`src/rtl/psm_phase_scheduler.sv`:
```
// psm_phase_scheduler
// Phase-shift scheduler for the PSM deadtime stages. Produces two 50%-duty leg
// commands from a programmable period and leg-B lag, and forwards the active
// deadtime/period. Settings are double-buffered and only take effect at a
// period boundary (or at once while idle), so a leg never sees a torn period.
// Optional build macro: PSM_SCHED_SOFTSTART_EN (soft-start phase ramp).

module psm_phase_scheduler #(
  parameter int CNT_W      = 16,
  parameter int SHIFT_W    = 7,
  parameter int MIN_PERIOD = 4
`ifdef PSM_SCHED_SOFTSTART_EN
  ,
  parameter int SS_STEP    = 1
`endif
) (
  input  logic               clk,
  input  logic               rst,
  input  logic               i_enable,
  input  logic               i_cfg_valid,
  output logic               o_cfg_ready,
  input  logic [CNT_W-1:0]   i_period,
  input  logic [CNT_W-1:0]   i_phase,
  input  logic [SHIFT_W-1:0] i_dead,
  output logic               o_cfg_err,
  output logic               o_psm_a,
  output logic               o_psm_b,
  output logic [SHIFT_W-1:0] o_dead,
  output logic [CNT_W-1:0]   o_period,
  output logic               o_sync,
  output logic               o_running
);

  localparam logic [CNT_W-1:0]   MIN_P  = CNT_W'(MIN_PERIOD);
  localparam logic [CNT_W-1:0]   ONE    = CNT_W'(1);
  localparam logic [CNT_W-1:0]   ZERO   = {CNT_W{1'b0}};
  localparam logic [SHIFT_W-1:0] DZERO  = {SHIFT_W{1'b0}};

  typedef enum logic [1:0] {
    ST_IDLE = 2'd0,
    ST_RUN  = 2'd1,
    ST_STOP = 2'd2
  } state_t;

  state_t             state_r;
  logic [CNT_W-1:0]   cnt_r;
  logic [CNT_W-1:0]   act_period_r;
  logic [SHIFT_W-1:0] act_dead_r;
  logic [CNT_W-1:0]   work_ph_r;
  logic [CNT_W-1:0]   sh_period_r;
  logic [CNT_W-1:0]   sh_phase_r;
  logic [SHIFT_W-1:0] sh_dead_r;
  logic               pending_r;
  logic               ready_r;
  logic               cfg_err_r;
  logic               psm_a_r;
  logic               psm_b_r;
  logic               sync_r;
  logic               running_r;

  logic               running_s;
  logic               accept_s;
  logic               cfg_bad_s;
  logic               wrap_s;
  logic               apply_s;
  logic               start_s;
  logic [CNT_W-1:0]   ph_eff_s;
  logic [CNT_W-1:0]   half_s;
  logic [CNT_W-1:0]   cnt_b_s;
  logic               leg_a_s;
  logic               leg_b_s;
  logic [CNT_W-1:0]   work_nxt_s;

`ifdef PSM_SCHED_SOFTSTART_EN
  localparam int CW1 = CNT_W + 1;
  logic [CNT_W-1:0]   tgt_ph_r;
  logic [CNT_W-1:0]   tgt_nxt_s;
  logic [CNT_W:0]     ss_inc_s;
`endif

  // Period timing, handshake qualifiers and leg decode for the current count
  always_comb begin
    running_s = (state_r == ST_RUN) || (state_r == ST_STOP);
    accept_s  = i_cfg_valid && ready_r;
    cfg_bad_s = (i_period < MIN_P);
    wrap_s    = running_s && (cnt_r == (act_period_r - ONE));
    apply_s   = pending_r && ((state_r == ST_IDLE) || wrap_s);
    start_s   = (state_r == ST_IDLE) && i_enable && (act_period_r >= MIN_P);
    if (sh_phase_r > (sh_period_r - ONE)) begin
      ph_eff_s = sh_period_r - ONE;
    end else begin
      ph_eff_s = sh_phase_r;
    end
    half_s = act_period_r >> 1;
    // ph <= P-1 always, so cnt+P-ph stays inside CNT_W bits
    if (cnt_r >= work_ph_r) begin
      cnt_b_s = cnt_r - work_ph_r;
    end else begin
      cnt_b_s = cnt_r + act_period_r - work_ph_r;
    end
    leg_a_s = running_s && (cnt_r < half_s);
    leg_b_s = running_s && (cnt_b_s < half_s);
  end

`ifdef PSM_SCHED_SOFTSTART_EN
  // Working phase ramps toward the target one step per wrap; drops apply at once
  always_comb begin
    tgt_nxt_s = apply_s ? ph_eff_s : tgt_ph_r;
    ss_inc_s  = {1'b0, work_ph_r} + CW1'(SS_STEP);
    if (start_s) begin
      work_nxt_s = ZERO;
    end else if (tgt_nxt_s < work_ph_r) begin
      work_nxt_s = tgt_nxt_s;
    end else if (wrap_s) begin
      if (ss_inc_s > {1'b0, tgt_nxt_s}) begin
        work_nxt_s = tgt_nxt_s;
      end else begin
        work_nxt_s = ss_inc_s[CNT_W-1:0];
      end
    end else begin
      work_nxt_s = work_ph_r;
    end
  end
`else
  // Working phase is the clamped phase, taken at apply
  always_comb begin
    if (apply_s) begin
      work_nxt_s = ph_eff_s;
    end else begin
      work_nxt_s = work_ph_r;
    end
  end
`endif

  // Config handshake, shadow buffer and transfer to the active settings
  always_ff @(posedge clk) begin
    if (rst) begin
      sh_period_r  <= ZERO;
      sh_phase_r   <= ZERO;
      sh_dead_r    <= DZERO;
      pending_r    <= 1'b0;
      ready_r      <= 1'b1;
      cfg_err_r    <= 1'b0;
      act_period_r <= ZERO;
      act_dead_r   <= DZERO;
      work_ph_r    <= ZERO;
`ifdef PSM_SCHED_SOFTSTART_EN
      tgt_ph_r     <= ZERO;
`endif
    end else begin
      cfg_err_r <= accept_s && cfg_bad_s;
      if (accept_s && !cfg_bad_s) begin
        sh_period_r <= i_period;
        sh_phase_r  <= i_phase;
        sh_dead_r   <= i_dead;
        pending_r   <= 1'b1;
        ready_r     <= 1'b0;
      end else if (apply_s) begin
        // ready comes back one cycle after the transfer
        pending_r <= 1'b0;
        ready_r   <= 1'b0;
      end else begin
        ready_r <= !pending_r;
      end
      if (apply_s) begin
        act_period_r <= sh_period_r;
        act_dead_r   <= sh_dead_r;
      end
      work_ph_r <= work_nxt_s;
`ifdef PSM_SCHED_SOFTSTART_EN
      tgt_ph_r  <= tgt_nxt_s;
`endif
    end
  end

  // Run/stop sequencing and the period counter
  always_ff @(posedge clk) begin
    if (rst) begin
      state_r <= ST_IDLE;
      cnt_r   <= ZERO;
    end else begin
      case (state_r)
        ST_IDLE: begin
          cnt_r <= ZERO;
          if (start_s) begin
            state_r <= ST_RUN;
          end else begin
            state_r <= ST_IDLE;
          end
        end
        ST_RUN: begin
          cnt_r <= wrap_s ? ZERO : cnt_r + ONE;
          if (i_enable) begin
            state_r <= ST_RUN;
          end else begin
            state_r <= ST_STOP;
          end
        end
        ST_STOP: begin
          cnt_r <= wrap_s ? ZERO : cnt_r + ONE;
          if (i_enable) begin
            state_r <= ST_RUN;
          end else if (wrap_s) begin
            state_r <= ST_IDLE;
          end else begin
            state_r <= ST_STOP;
          end
        end
        default: begin
          state_r <= ST_IDLE;
          cnt_r   <= ZERO;
        end
      endcase
    end
  end

  // Registered leg commands and status, one cycle behind the decoded count
  always_ff @(posedge clk) begin
    if (rst) begin
      psm_a_r   <= 1'b0;
      psm_b_r   <= 1'b0;
      sync_r    <= 1'b0;
      running_r <= 1'b0;
    end else begin
      psm_a_r   <= leg_a_s;
      psm_b_r   <= leg_b_s;
      sync_r    <= running_s && (cnt_r == ZERO);
      running_r <= running_s;
    end
  end

  assign o_cfg_ready = ready_r;
  assign o_cfg_err   = cfg_err_r;
  assign o_psm_a     = psm_a_r;
  assign o_psm_b     = psm_b_r;
  assign o_dead      = act_dead_r;
  assign o_period    = act_period_r;
  assign o_sync      = sync_r;
  assign o_running   = running_r;

endmodule

```
`config.mk`:
```
export PLATFORM = sky130hd
export DESIGN_NAME = psm_phase_scheduler
export DESIGN_NICKNAME = d
export VERILOG_FILES = /design/src/rtl/psm_phase_scheduler.sv
export SDC_FILE = /design/constraint.sdc
export NUM_CORES = 1
export LEC_CHECK = 0
export ABC_AREA = 1
export BUFFER_PORTS_ARGS = -buffer_cell sky130_fd_sc_hd__buf_2
export CAP_MARGIN = 0
export CORE_MARGIN = 3
export CORE_UTILIZATION = 57
export CTS_CLUSTER_SIZE = 8
export DETAILED_ROUTE_END_ITERATION = 8
export GPL_ROUTABILITY_DRIVEN = 1
export PLACE_DENSITY_LB_ADDON = 0.25
export SLEW_MARGIN = 5
export SYNTH_ARGS = -nofsm -noshare
export SYNTH_HDL_FRONTEND = slang
export SYNTH_SLANG_ARGS = --single-unit
```
`constraint.sdc`:
```
create_clock -name clk -period 3.9 [get_ports clk]
set_clock_uncertainty 0.05 [all_clocks]
set_input_delay 0.195 -clock clk [delete_from_list [all_inputs] [get_ports clk]]
set_output_delay 0.195 -clock clk [all_outputs]
set_load 0.03 [all_outputs]
```
# [After elaboration in Yosys (flattened, before gate mapping)]
# Cells that the tools add are included.
[totals] word_cells=61 register_bits=103 in_bits=43
[op_classes] n_reduce_logical=19 n_lt_le_gt_ge=6 eq_ne=3 muxes=11 n_bitwise=1 addsub=6
[ops] cell="$lt A16 B15 Y1" n=2
[ops] cell="$mux W16" n=2
[ops] cell="$sub A16 B1 Y16 const B" n=2
[ops] cell="$sub A16 B16 Y16" n=2
[ops] cell="$add A16 B1 Y16 const B" n=1
[ops] cell="$add A16 B16 Y16" n=1
[ops] cell="$eq A16 B16 Y1" n=1
[ops] cell="$ge A16 B16 Y1" n=1
[ops] cell="$ge A16 B3 Y1 const B" n=1
[ops] cell="$gt A16 B16 Y1" n=1
[ops] cell="$logic_not A16 Y1" n=1
[ops] cell="$lt A16 B3 Y1 const B" n=1
[ops] cell="$logic_and A1 B1 Y1" n=10
[ops] cell="$mux W2" n=3
[ops] cell="$pmux W2 S3" n=1
[ops] cell="$mux W1" n=5
[ops] cell="$reduce_or A3 Y1" n=1
[ops] cell="$eq A2 B1 Y1 const B" n=1
[ops] cell="$eq A2 B2 Y1 const B" n=1
[ops] cell="$logic_not A1 Y1" n=2
[ops] cell="$logic_not A2 Y1" n=1
[ops] cell="$logic_or A1 B1 Y1" n=2
[ops] cell="$reduce_bool A2 Y1" n=1
[ops] cell="$reduce_or A2 Y1" n=1
[ops] cell="$not A1 Y1" n=1

# [Longest topological paths before layout]
[depth] word_depth=7 depth_mapped=22 mapped_depth_nobuf=21

# [Worst setup path after synthesis]
# OpenSTA, ideal clock, no wires.
[synth_timing] path_type="register to register" startpoint="reg act_period_r[1], in the netlist o_period[1]" endpoint="reg psm_b_r, in the netlist o_psm_b" t_arrival_ns=3.395 n_path_buf=0 slack_ns=0.338 required_time_ns=3.733 synth_period_minus_slack_ns=3.562 stages_incl_launch_ff=18 cell_sequence="dfxtp_1 inv_1 fa_1 fa_1 o31ai_1 a21oi_1 o21ai_0 a21oi_1 a21oi_1 o21ai_0 nand2_1 inv_1 ha_1 nand2_1 inv_1 nand3_1 nor2_1 a21oi_1"
[synth_between] elab_chain_len=5
[synth_lines] item="start, declared" line="47" text="logic [CNT_W-1:0] act_period_r;"
[synth_lines] item="start signal, assigned" line="166" text="act_period_r <= sh_period_r;"
[synth_lines] item="$add A16 B16 Y16" line="99" text="cnt_b_s = cnt_r + act_period_r - work_ph_r;"
[synth_lines] item="$sub A16 B16 Y16" line="99"
[synth_lines] item="$mux W16" line="96" text="if (cnt_r >= work_ph_r) begin"
[synth_lines] item="$lt A16 B15 Y1 *" line="102" text="leg_b_s = running_s && (cnt_b_s < half_s);"
[synth_lines] item="$logic_and A1 B1 Y1 *" line="102"
[synth_lines] item="end signal, assigned" line="226" text="psm_b_r <= leg_b_s;"
[synth_lines] item="end, declared" line="57" text="logic psm_b_r;"
# Mark *: on every way between the ends. The rest lies on a longest branch, timed or not.
# A chain may end at the register's enable or synchronous reset.

# [Final worst setup path]
[layout_timing] startpoint="reg cnt_r[3]" endpoint="reg psm_b_r, in the netlist o_psm_b"
[layout_between] elab_chain_len=5
[layout_lines] item="start, declared" line="46" text="logic [CNT_W-1:0] cnt_r;"
[layout_lines] item="start signal, assigned" line="192" text="cnt_r <= wrap_s ? ZERO : cnt_r + ONE;"
[layout_lines] item="start signal, assigned" line="200" text="cnt_r <= wrap_s ? ZERO : cnt_r + ONE;"
[layout_lines] item="$add A16 B16 Y16" line="99"
[layout_lines] item="$sub A16 B16 Y16" line="99"
[layout_lines] item="$mux W16 *" line="96"
[layout_lines] item="$lt A16 B15 Y1 *" line="102"
[layout_lines] item="$logic_and A1 B1 Y1 *" line="102"
# Marked as above.

==> impl_summary.log <==
[metrics] final-report setup violation count: 0
[metrics] overall power after layout: 4.224 mW
[metrics] proportion of synthesized flip-flops having asynchronous set or reset: 0%
[metrics] first-pass GRT wire length: 34,540 um
[metrics] effective utilization at floorplan: 59.54%
[metrics] clock insertion delay at the later pin of the skew report: 360 ps
[metrics] synthesized instance count: 1,202
[metrics] Worst setup SP type: flop
[metrics] nets in the synthesized netlist: 1,345
[metrics] post-synth design cell area: 8041 um^2
[metrics] max-slew headroom at the worst pin: 24.29%
[metrics] synthesized area per cell: 6.690 um^2
[metrics] root buffer cell: clkbuf_16
[metrics] number of antenna repair diodes: 0
[metrics] most common cell type on the critical path: inv_1
[metrics] required time of the worst setup path: 4100 ps
[metrics] number of H-tree branching levels: 3
[metrics] utilization of the core after routing: 65.58%
[metrics] layout cells sized above 1: 9.415%
[metrics] endpoints failing hold: 0
[metrics] height of the chip: 124.8 um
[metrics] Bufs on Longest Clock Path: 2
[metrics] dominant synthesized flop cell: dfxtp_1
[metrics] via count of the first global-routing pass: 7,374
[metrics] DP Wirelength: 16,330 um
[metrics] aggregate negative setup slack: 0 ps
[metrics] number of resized instances in the post-cts repair step: 0
[metrics] worst-path fanout max: 7
[metrics] cell total after placement: 1,424
[metrics] number of remaining DRC errors: 0
[metrics] initial DRC count: 573
[metrics] count of input and output buffers: 71
[metrics] detailed-route wire length per cell: 14.43 um
[metrics] slowest stage delay, CP: 530 ps
[metrics] total iterations of the first detailed-routing run: 5
[metrics] CTS Buf Count: 9
[metrics] largest net degree at the start of global routing: 82
[metrics] count of distinct cell types in the synthesized netlist: 41
[metrics] standby leakage power: 4.505 nW
[metrics] number of sinks on the clock net: 103
[metrics] worst path arrival time: 3820 ps
[metrics] final setup margin: 285.7 ps
[metrics] Post-CTS Hold Buffers: 0
[metrics] Max Transition Viols Final: 0
[metrics] final non-filler cell total: 1,440
[metrics] total of warnings raised by yosys: 0
[metrics] overall fraction of global-route tracks in use: 26.54%
[metrics] Core Region: 13,510 um^2
[metrics] outcome: finished clean
[metrics] flop and latch count out of synthesis: 103
[metrics] sequential share of the synthesized area: 25.64%
[metrics] Rows: 42
[metrics] cell type of the slowest stage on the worst timing path: fa_1
[metrics] Die Area: 15,570 um^2
[metrics] Worst Max-Slew Pin Slew: 1134 ps
[metrics] maximum capacitance violations: 0
[metrics] count of buffer and inverter cells on the critical path: 5
[metrics] element type at the critical path end: flop
[metrics] count of fill cells added during filler insertion: 1,239
[metrics] leading cell type in the layout, fill and taps excluded: nand2_1
[metrics] CTS tree: done
[metrics] cell family contributing the most delay on the critical path: adder cells
[metrics] detailed-route via count: 7,790
[metrics] fin nets: 1,402
[metrics] top achievable clock speed: 0.2767 GHz
[metrics] cell chain of the critical path: inv_1 -> fa_1 -> inv_1 -> ha_1 -> a21oi_1 -> o21ai_0 -> nor2_1 -> o21ai_0 -> a21oi_1 -> o21ai_0 -> o21ai_0 -> inv_1 -> ha_1 -> inv_1 -> o211ai_1 -> inv_1 -> nand2_1 -> a21oi_1
[metrics] number of antenna violations at the first check in global routing: 0
[metrics] post-detailed-route count of antenna-violating nets: 0
[metrics] total routed wirelength: 20,770 um
[metrics] Post-CTS Setup Repair Bufs: 0
[metrics] global route total overflow: 0
[metrics] I/O pin count: 72
[metrics] Layout Area Growth over Synthesis: 10.14%
[metrics] PwrDens: 476.9 nW/um^2
[metrics] clock slew seen by the registers of the worst setup and hold paths: 80 ps
[metrics] pre-CTS setup slack: 82.20 ps
[metrics] die boundary width: 124.8 um
[metrics] category of the critical setup timing path: flop to flop
[metrics] crit share post-route: 92.67%
[metrics] commonest non-fill, non-tap cells in the layout: nand2_1 (243), nor2_1 (169), inv_1 (153)
[metrics] routability congestion estimate from global placement: 0.9901
[metrics] via count normalized by instance count: 5.410
[metrics] minimum clock period after layout: 3614 ps
[metrics] RSZ-0062 raised after global routing: false
[metrics] number of enable-type register cells in the synthesized netlist: 0
[metrics] Max IR drop VDD: 0.2881 mV
[metrics] class of the worst hold path: primary input to flop
[path summary, 6_finish.rpt]
check                       startpoint                   endpoint  slack [ps]  cells after the start
max                cnt_r[3]$_SDFF_PP0_         o_psm_b$_SDFF_PP0_         290                     18
min                          i_dead[5]  sh_dead_r[5]$_SDFFE_PP0P_          40                      3
max reg2reg        cnt_r[3]$_SDFF_PP0_         o_psm_b$_SDFF_PP0_         290                     18
min reg2reg  sh_dead_r[1]$_SDFFE_PP0P_  sh_dead_r[1]$_SDFFE_PP0P_         410                      2
[tightest hold or removal path: stages]
cell and delay, ps:
buf_2 70, o21ai_0 70, nor2_1 80
[synth_stat cells (3+ instances only)]
library cell / instances / area share [%]
a211oi_1: 3 / 0.28
a21o_1: 3 / 0.28
a21oi_1: 102 / 6.3
buf_2: 6 / 0.37
buf_6: 5 / 0.70
clkbuf_1: 24 / 1.1
dfxtp_1: 103 / 26
fa_1: 16 / 4.0
ha_1: 84 / 13
inv_1: 153 / 7.1
nand2_1: 243 / 11
nand2_2: 3 / 0.23
nand3_1: 61 / 3.8
nand3b_1: 10 / 0.93
nand4_1: 13 / 1.0
nor2_1: 169 / 7.9
nor2_2: 4 / 0.31
nor3_1: 19 / 1.2
nor3b_1: 5 / 0.47
nor4_1: 6 / 0.47
o211ai_1: 4 / 0.37
o21ai_0: 93 / 5.8
o21bai_1: 7 / 0.65
or2_2: 3 / 0.23
xnor2_1: 10 / 1.1
xor2_1: 31 / 3.4
[kinds of logic after synthesis]
kind of cell | share of synthesized area, %
compound gates | 14.52
fa+ha+maj | 17.05
mux | 0.2490
flops | 25.64
buf+inv | 9.569
simple gates | 28.50
xor+xnor | 4.465
[registers in the layout, indices dropped and copies added, names as in the netlist]
name / cells
cnt_r: 16
o_period: 16
sh_period_r: 16
sh_phase_r: 16
work_ph_r: 16
o_dead: 7
sh_dead_r: 7
state_r: 2
o_cfg_err: 1
o_cfg_ready: 1
o_psm_a: 1
o_psm_b: 1
o_running: 1
o_sync: 1
pending_r: 1
[stage by stage]
stage	instance area, um^2	hold WS (ps)
2_1_floorplan	8041	252.0
3_3_place_gp	8542	392.7
3_5_place_dp	8542	399.7
4_1_cts	8838	22.91
5_1_grt	8857	43.79
6_report	8857	35.96
[per-layer routing]
layer / part of all wire, % / track usage (%) / vias to the layer above
met3: 6.3 / 3.388 / 30
met1: 45 / 35.26 / 3532
li1: - / - / 4021
met4: 2.6 / 9.736 / 0
met2: 46 / 44.15 / 207
met5: 0 / 0 / -
[power by group]
group / leakage, nW / internal, mW / switching (mW)
registers: 0.845 / 1.13 / 0.0763
clock network: 0.147 / 0.467 / 0.445
logic: 3.51 / 0.778 / 1.32
total: 4.50 / 2.38 / 1.84
[layout make-up]
type | instances | area (um^2) | share of cell area (%)
multi-input cells | 906 | 5233 | 59.08
inverters | 156 | 585.6 | 6.611
repair buffers | 83 | 457.9 | 5.170
well taps | 176 | 220.2 | 2.486
clock buffers | 10 | 239.0 | 2.698
flip-flops and latches | 103 | 2064 | 23.31
clock inverters | 6 | 57.56 | 0.6498
Power figures use the tool's default switching activity.
